**config.mk**
```make
export PLATFORM = sky130hd
export DESIGN_NAME = sprite_table_writer_flat
export DESIGN_NICKNAME = d
export VERILOG_FILES = /design/src/rtl/sprite_pkg.sv /design/src/rtl/sprite_table_writer_if.sv /design/src/rtl/vsync_edge_detect.sv /design/src/rtl/sprite_table_writer.sv /design/src/flat_wrapper.sv
export SDC_FILE = /design/constraint.sdc
export NUM_CORES = 2
export LEC_CHECK = 0
export CORE_MARGIN = 2
export CORE_UTILIZATION = 45
export CTS_CLUSTER_DIAMETER = 40
export DETAILED_ROUTE_END_ITERATION = 6
export GPL_TIMING_DRIVEN = 0
export PLACE_DENSITY = 0.77
export SYNTH_ARGS = -nofsm -noshare
export SYNTH_HDL_FRONTEND = slang
export SYNTH_SLANG_ARGS = --single-unit
```
**constraint.sdc**
```tcl
create_clock -name clk -period 2.75 [get_ports clk]
set_input_delay 0.55 -clock clk [delete_from_list [all_inputs] [get_ports clk]]
set_output_delay 0.55 -clock clk [all_outputs]
set_load 0.1 [all_outputs]
```
**src/rtl/sprite_pkg.sv**
```systemverilog
// sprite_pkg: shared sizes, register map and types for the sprite table writer
package sprite_pkg;
    localparam int NUM_SPRITES = 20;
    localparam int ENTRY_W = 24;
    localparam int BUS_W = 512;
    localparam logic [4:0] REG_CTRL = 5'd20;
    localparam logic [4:0] REG_FRAME = 5'd21;
    localparam int CTRL_PENDING = 0;
    localparam int CTRL_AUTO = 1;
    typedef enum logic [1:0] {IDLE, ARMED, COMMIT} state_t;
    typedef logic [ENTRY_W-1:0] entry_t;
endpackage

```
**src/rtl/sprite_table_writer_if.sv**
```systemverilog
// sprite_table_writer_if: Avalon-MM slave bus between the HPS bridge and the sprite table writer
interface sprite_table_writer_if;
    logic        chipselect;
    logic        write;
    logic        read;
    logic [4:0]  address;
    logic [31:0] writedata;
    logic [31:0] readdata;
    modport master (output chipselect, write, read, address, writedata, input readdata);
    modport slave (input chipselect, write, read, address, writedata, output readdata);
endinterface

```
**src/rtl/vsync_edge_detect.sv**
```systemverilog
// vsync_edge_detect: falling-edge detector on vertical sync; history resets high so no edge follows reset
module vsync_edge_detect (
    input  logic clk,
    input  logic reset,
    input  logic vs,
    output logic vs_fall
);
    logic vs_d_q;
    always_ff @(posedge clk or negedge reset) begin
        if (!reset) vs_d_q <= 1'b1;
        else vs_d_q <= vs;
    end
    assign vs_fall = vs_d_q & ~vs;
endmodule

```
**src/rtl/sprite_table_writer.sv**
```systemverilog
// sprite_table_writer: shadow sprite table written over Avalon, copied to the display bus on vsync fall
module sprite_table_writer
    import sprite_pkg::*;
(
    input  logic                 clk,
    input  logic                 reset,
    sprite_table_writer_if.slave avs,
    input  logic                 VGA_VS,
    output logic [BUS_W-1:0]     gl_input,
    output logic                 gl_write
);
    state_t           state_q, state_d;
    entry_t           shadow_q [NUM_SPRITES];
    entry_t           shadow_d [NUM_SPRITES];
    logic [BUS_W-1:0] gl_input_q, gl_input_d, packed_tbl;
    logic             gl_write_q, gl_write_d;
    logic             pending_q, pending_d, auto_q, auto_d;
    logic [15:0]      frame_cnt_q, frame_cnt_d;
    logic [31:0]      readdata_q, readdata_d;
    logic             vs_fall, wr, rd, ctrl_wr, commit;

    vsync_edge_detect u_vs (.clk(clk), .reset(reset), .vs(VGA_VS), .vs_fall(vs_fall));

    assign wr = avs.chipselect & avs.write;
    assign rd = avs.chipselect & avs.read;
    assign ctrl_wr = wr && avs.address == REG_CTRL;
    assign commit = state_q == ARMED && vs_fall;

    always_comb begin
        packed_tbl = '0;
        for (int i = 0; i < NUM_SPRITES; i++) packed_tbl[i*ENTRY_W +: ENTRY_W] = shadow_q[i];
    end

    // a CTRL write landing on the commit cycle re-arms for the next frame
    always_comb begin
        shadow_d = shadow_q;
        if (wr && avs.address < 5'(NUM_SPRITES)) shadow_d[avs.address] = avs.writedata[ENTRY_W-1:0];
        pending_d = (ctrl_wr && avs.writedata[CTRL_PENDING]) || (pending_q && !commit);
        auto_d = ctrl_wr ? avs.writedata[CTRL_AUTO] : auto_q;
        frame_cnt_d = (wr && avs.address == REG_FRAME) ? '0 : frame_cnt_q + 16'(vs_fall);
        gl_input_d = commit ? packed_tbl : gl_input_q;
        gl_write_d = commit;
        readdata_d = !rd ? readdata_q :
                     avs.address < 5'(NUM_SPRITES) ? 32'(shadow_q[avs.address]) :
                     avs.address == REG_CTRL ? {30'b0, auto_q, pending_q} :
                     avs.address == REG_FRAME ? {16'b0, frame_cnt_q} : '0;
    end

    always_comb begin
        state_d = state_q;
        state_d = commit ? COMMIT : (pending_d || auto_d) ? ARMED : IDLE;
    end

    always_ff @(posedge clk or negedge reset) begin
        if (!reset) begin
            state_q <= IDLE;
            shadow_q <= '{default: '0};
            gl_input_q <= '0;
            gl_write_q <= 1'b0;
            pending_q <= 1'b0;
            auto_q <= 1'b0;
            frame_cnt_q <= '0;
            readdata_q <= '0;
        end else begin
            state_q <= state_d;
            shadow_q <= shadow_d;
            gl_input_q <= gl_input_d;
            gl_write_q <= gl_write_d;
            pending_q <= pending_d;
            auto_q <= auto_d;
            frame_cnt_q <= frame_cnt_d;
            readdata_q <= readdata_d;
        end
    end

    assign gl_input = gl_input_q;
    assign gl_write = gl_write_q;
    assign avs.readdata = readdata_q;
endmodule

```
**src/flat_wrapper.sv**
```systemverilog
// flat-port wrapper written by rule: the top's interface ports become plain ports
module sprite_table_writer_flat import sprite_pkg::*;
  (clk, reset, VGA_VS, gl_input, gl_write, avs_chipselect, avs_write, avs_read, avs_address, avs_writedata, avs_readdata);
  sprite_table_writer_if avs_i ();
  input  logic clk;
  input  logic reset;
  input  logic VGA_VS;
  output logic [BUS_W-1:0] gl_input;
  output logic gl_write;
  input wire logic [$bits(avs_i.chipselect)-1:0] avs_chipselect;
  input wire logic [$bits(avs_i.write)-1:0] avs_write;
  input wire logic [$bits(avs_i.read)-1:0] avs_read;
  input wire logic [$bits(avs_i.address)-1:0] avs_address;
  input wire logic [$bits(avs_i.writedata)-1:0] avs_writedata;
  output wire logic [$bits(avs_i.readdata)-1:0] avs_readdata;
  assign avs_i.chipselect = avs_chipselect;
  assign avs_i.write = avs_write;
  assign avs_i.read = avs_read;
  assign avs_i.address = avs_address;
  assign avs_i.writedata = avs_writedata;
  assign avs_readdata = avs_i.readdata;
  sprite_table_writer u_core (.clk(clk), .reset(reset), .avs(avs_i), .VGA_VS(VGA_VS), .gl_input(gl_input), .gl_write(gl_write));
endmodule
```
* Yosys cells after proc, flatten, opt, wreduce, memory -nomap -nowiden
Cells that the tools add are included.
** Operators by class
- Add/sub/neg operators :: 1
- $lt $le $gt $ge :: 3
- Equality and inequality tests :: 3
- Multiplexer cells :: 13
- Bitwise operators :: 5
- Reduce and logical (&&, ||, !) cells :: 10
** Operators with widths (number)
- $bwmux 480 :: 1
- $bmux 24 s5 :: 1
- $demux 24 s5 :: 1
- $mux 24 :: 3
- $mux 32 :: 2
- $mux 16 :: 2
- $add 16x1->16 :: 1
- $eq 5x5->1 const B :: 2
- $logic_and 1x1->1 :: 7
- $ge 6x6->1 const B :: 1
- $lt 6x1->1 const B :: 1
- $not 5->6 :: 1
- $lt 5x5->1 const B :: 1
- $and 1x1->1 :: 3
- $eq 2x1->1 const B :: 1
- $logic_or 1x1->1 :: 2
- $mux 1 :: 2
- $mux 2 :: 1
- $logic_not 1->1 :: 1
- $not 1->1 :: 1
** Word-level totals
- Bits in registers :: 1014
- Bits of input ports :: 43
- Logic and storage cells :: 63

* Logic depth before layout (Yosys ltp)
- Depth after elaboration :: 9
- Mapped depth :: 8
- Depth with buffers taken out :: 6

* By module
Synthesis repeated with hierarchy kept, for this count alone.
** Unflattened totals
- Cell total of the unflattened synthesis :: 3814
- Area total of the unflattened synthesis :: 42420.7 um^2
** Modules (own cells, without submodules)
- sprite_table_writer :: times used 1, cells each 3812, area each 42380.6 um^2
- vsync_edge_detect :: times used 1, cells each 2, area each 40.0 um^2

* Least setup slack after synthesis
OpenSTA, ideal clock, no wires.
- Kind :: register to register
- From :: register, netlist name u_core.gl_write
- To :: register u_core.gl_input_q[402] (netlist: u_core.gl_input[402])
- Setup time :: 125 ps
- Arrival time :: 2071 ps
- Data required time :: 2625 ps
- Path slack :: 554 ps
- Cell stages (with the launch flop) :: 6
- Buffers on the path :: 3
- Clock period less this slack :: 2196 ps
- Cell sequence :: dfrtp_1 and3b_1 clkbuf_1 clkbuf_1 buf_2 mux2_2
** RTL lines
- end signal: assignment :: line sprite_table_writer.sv:67 : gl_input_q <= gl_input_d;
- end: declaration :: line sprite_table_writer.sv:15 : logic [BUS_W-1:0] gl_input_q, gl_input_d, packed_tbl;

* Worst setup path after layout
- From :: input avs_address[1]
- To :: register u_core.readdata_q[7] (netlist: u_core.avs.readdata[7])
** On the way
- Word-level cells in the longest chain between the ends :: 5
- Elaborated cells between the ends (all ways) :: 10
- Those cells by class :: 1 x order compare; 2 x eq/ne; 6 x mux; 1 x bitwise
** RTL lines
- start: declaration :: line flat_wrapper.sv:13 : input wire logic [$bits(avs_i.address)-1:0] avs_address;
- $not 5->6 (implied by the code) :: line sprite_table_writer.sv:44 : avs.address < 5'(NUM_SPRITES) ? 32'(shadow_q[avs.address]) :
- $bmux 24 s5 :: line sprite_table_writer.sv:44
- $mux 24 (implied by the code) (2 in series) :: line sprite_table_writer.sv:44
- $mux 32 (*) :: line sprite_table_writer.sv:44
- end signal: assignment :: line sprite_table_writer.sv:72 : readdata_q <= readdata_d;
- end: declaration :: line sprite_table_writer.sv:19 : logic [31:0] readdata_q, readdata_d;
Every way passes the cells marked *; elsewhere a longest branch is shown, timed or not. The select of a mux whose other input is x is not followed.
A chain may end at the register's enable or synchronous reset.

==> reports/results.txt <==
Outcome -> finished, violations left
Failing checks -> hold timing, setup timing
Grt total ovfl -> 0
Crit path capture type -> flip-flop
Worst-path clk slew -> 60 ps
Max frequency -> 357.8 MHz
Clk root buf -> clkbuf_16
Vias in the first global route -> 28,280
Mean Syn Cell Area -> 15.13 µm²
Area contributors post-synth -> dfrtp_1, mux2_2, mux2i_1
Post-route minimum period -> 2795 ps
DRC viols -> 0
Ports -> 588
Power Density -> 1242 nW/µm²
Placed inst area -> 49,320 µm²
Final HPWL DP -> 111,400 µm
Slew Viols, Final -> 0
Final worst path period share -> 101.6%
Area leader, netlist -> dfrtp_1
Post-synthesis instance total -> 2,789
CP Max Fanout -> 10
Largest net degree at the start of global routing -> 123
Area grow syn2layout -> 26.00%
Crit path DAT -> 3430 ps
Synthesized flop and latch total -> 1,005
Ys flop type -> dfrtp_1
Post-synth EDFFs -> 0
Ys async rst share -> 100.0%
Netlist cell types -> 60
Die H -> 310.2 µm
DR pass1 iterations -> 5
Top-area cell type share of the netlist area -> 59.56%
Hold WS -> -184.3 ps
Buffers on Ports -> 516
Worst slew pin tran -> 1182 ps
Num CTS Buffers -> 118
Initial DRC count -> 2,486
Final setup violation count -> 3
Synth Cell Area -> 42,180 µm²
Critical Path RT -> 3380 ps
Die Span X -> 310.2 µm
Nets -> 3,520
Post-route ant nets -> 0
Max VDD drop -> 0.9648 mV
Global-route wire length before repair -> 204,600 µm
Relative slew slack -> 21.54%
H-tree Lvls -> 3
CTS Buffer Depth -> 3
GP Congestion -> 0.9565
All-Layer GR Usage -> 30.08%
Final WS setup -> -44.89 ps
Post-layout util -> 57.12%
Post-Layout Inst Area -> 53,150 µm²
Pleak -> 27.34 nW
Maxcap violations -> 0
Vias per cell -> 5.740
Hold Violations, Final -> 103
Clock skew -> 22.20 ps
Initial antenna violation count -> 11
Worst setup SP type -> primary input
Row count -> 112
Vias -> 27,760
TritonCTS clock tree -> built
Setup TNS -> -71.87 ps
Initial Utilization -> 45.34%
RSZ-0062 raised after global routing -> true
Synth warn -> 0
Register area share after synthesis -> 59.62%
Setup Crit Path Kind -> primary input to flip-flop
Avg WL per Cell -> 30.16 µm
Non-filler instance count after layout -> 4,836
Core ar. -> 93,050 µm²
Total wire length -> 145,900 µm
Die area -> 96,210 µm²
Dpl cells -> 4,607
Worst skew pair latency -> 710 ps
Fraction of layout cells with a size suffix above 1 -> 39.92%
Min-delay worst type -> primary input to asynchronous set/reset pin
Num Clock Sinks -> 1,005
[report_power, final]
part	leakage (nW)	internal, mW	switching (mW)	total [mW]
clock network	2.03	9.99	6.52	16.5
registers	13.5	18.2	2.79	21.0
logic	11.9	5.65	22.8	28.5
total	27.3	33.9	32.1	66.0
[kinds of logic after synthesis]
group,count (synthesis),synth area share (%)
DFF,1005,59.62
buffers and inverters,255,3.358
adders and majority gates,2,0.05931
AOI/OAI and AO/OA,183,3.120
xor gates and xnor gates,10,0.2076
and+or+nand+nor,201,2.847
other,1,0.008890
muxes,1132,30.78
[registers in the layout, summed over array words and instances, names as in the netlist]
signal	count
u_core.u_vs.vs_d_q	1
u_core.state_q	1
u_core.pending_q	1
u_core.gl_input	480
u_core.frame_cnt_q	16
u_core.auto_q	1
u_core.packed_tbl	480
u_core.gl_write	1
u_core.avs.readdata	24
[per-layer routing]
metal	vias up	part of all wire [%]	track usage, %
li1	11440	-	-
met1	14710	38	37.34
met2	1268	46	47.07
met3	331	9.6	9.890
met4	12	5.5	15.48
met5	-	0.056	0
[critical path, cell delays in order]
cell	delay (ps)
clkdlybuf4s50_1	660
buf_2	250
clkbuf_4	330
buf_2	420
buf_2	380
a211oi_1	130
nor4_1	510
a211o_1	170
[metrics by stage]
stage,setup slack [ps],total power [mW]
3_5_place_dp,-1008,51.25
6_report,-44.89,66.01
4_1_cts,0.9066,66.12
2_1_floorplan,553.8,42.59
5_1_grt,-79.40,67.74
3_3_place_gp,-44240,50.93
[synth_stat cells, types with 17 or more instances]
cell / number
dfrtp_1: 1004
clkbuf_1: 78
mux4_2: 36
o21ai_0: 26
nor4_1: 19
nand2_1: 39
a211o_1: 31
nor2_1: 21
mux2_2: 952
mux2i_1: 135
a22o_1: 19
buf_4: 83
o22ai_1: 46
a2111oi_0: 17
a211oi_1: 21
nor2b_1: 41
buf_2: 82
[final cells by class]
| class | instances | area (µm²) |
|---|---|---|
| tap | 1254 | 1569 |
| fill | 7562 | 39900 |
| clock inverter | 76 | 952.2 |
| inverter | 3 | 11.26 |
| buffer | 252 | 1460 |
| timing repair buffer | 527 | 4950 |
| multi-input combinational | 1568 | 15830 |
| clock buffer | 146 | 3219 |
| sequential | 1005 | 25150 |
| antenna | 5 | 12.51 |
[path summary, 6_finish.rpt]
| kind | start | end | slack, ps | depth (start not counted) |
|---|---|---|---|---|
| setup / recovery | avs_address[1] | u_core.avs.readdata[7]$_DFFE_PN0P_ | -40 | 8 |
| max in group asynchronous | reset | u_core.packed_tbl[415]$_DFFE_PN0P_ | 550 | 5 |
| setup reg to reg | u_core.u_vs.vs_d_q$_DFF_PN1_ | u_core.gl_input[45]$_DFFE_PN0P_ | 0 | 6 |
| hold reg to reg | u_core.gl_input[183]$_DFFE_PN0P_ | u_core.gl_input[183]$_DFFE_PN0P_ | 500 | 1 |
| min in group clk | VGA_VS | u_core.u_vs.vs_d_q$_DFF_PN1_ | 330 | 1 |
| hold / removal | reset | u_core.gl_input[137]$_DFFE_PN0P_ | -180 | 1 |
[timing repair]
action                                  in CTS  in global routing
buffers inserted                             0                  2
gates resized for setup                    448                 64
pin swaps                                    0                  0
endpoints found under the hold margin      103                103
endpoints found under the setup margin     599                441
[layout by cell type, fill, tap and decap left out, drive strengths merged, types with 21 or more instances in the layout]
cell,instances
buf,177
o22ai,46
nor2b,41
conb,40
o21ai,26
dlygate4sd2,438
a211o,31
dlymetal6s2s,24
clkinv,30
nor2,36
mux2i,135
mux2,961
a211oi,21
dfrtp,1004
nand2,44
clkbuf,233
mux4,36
clkdlybuf4s50,52
inv,22
Power figures use the tool's default switching activity.
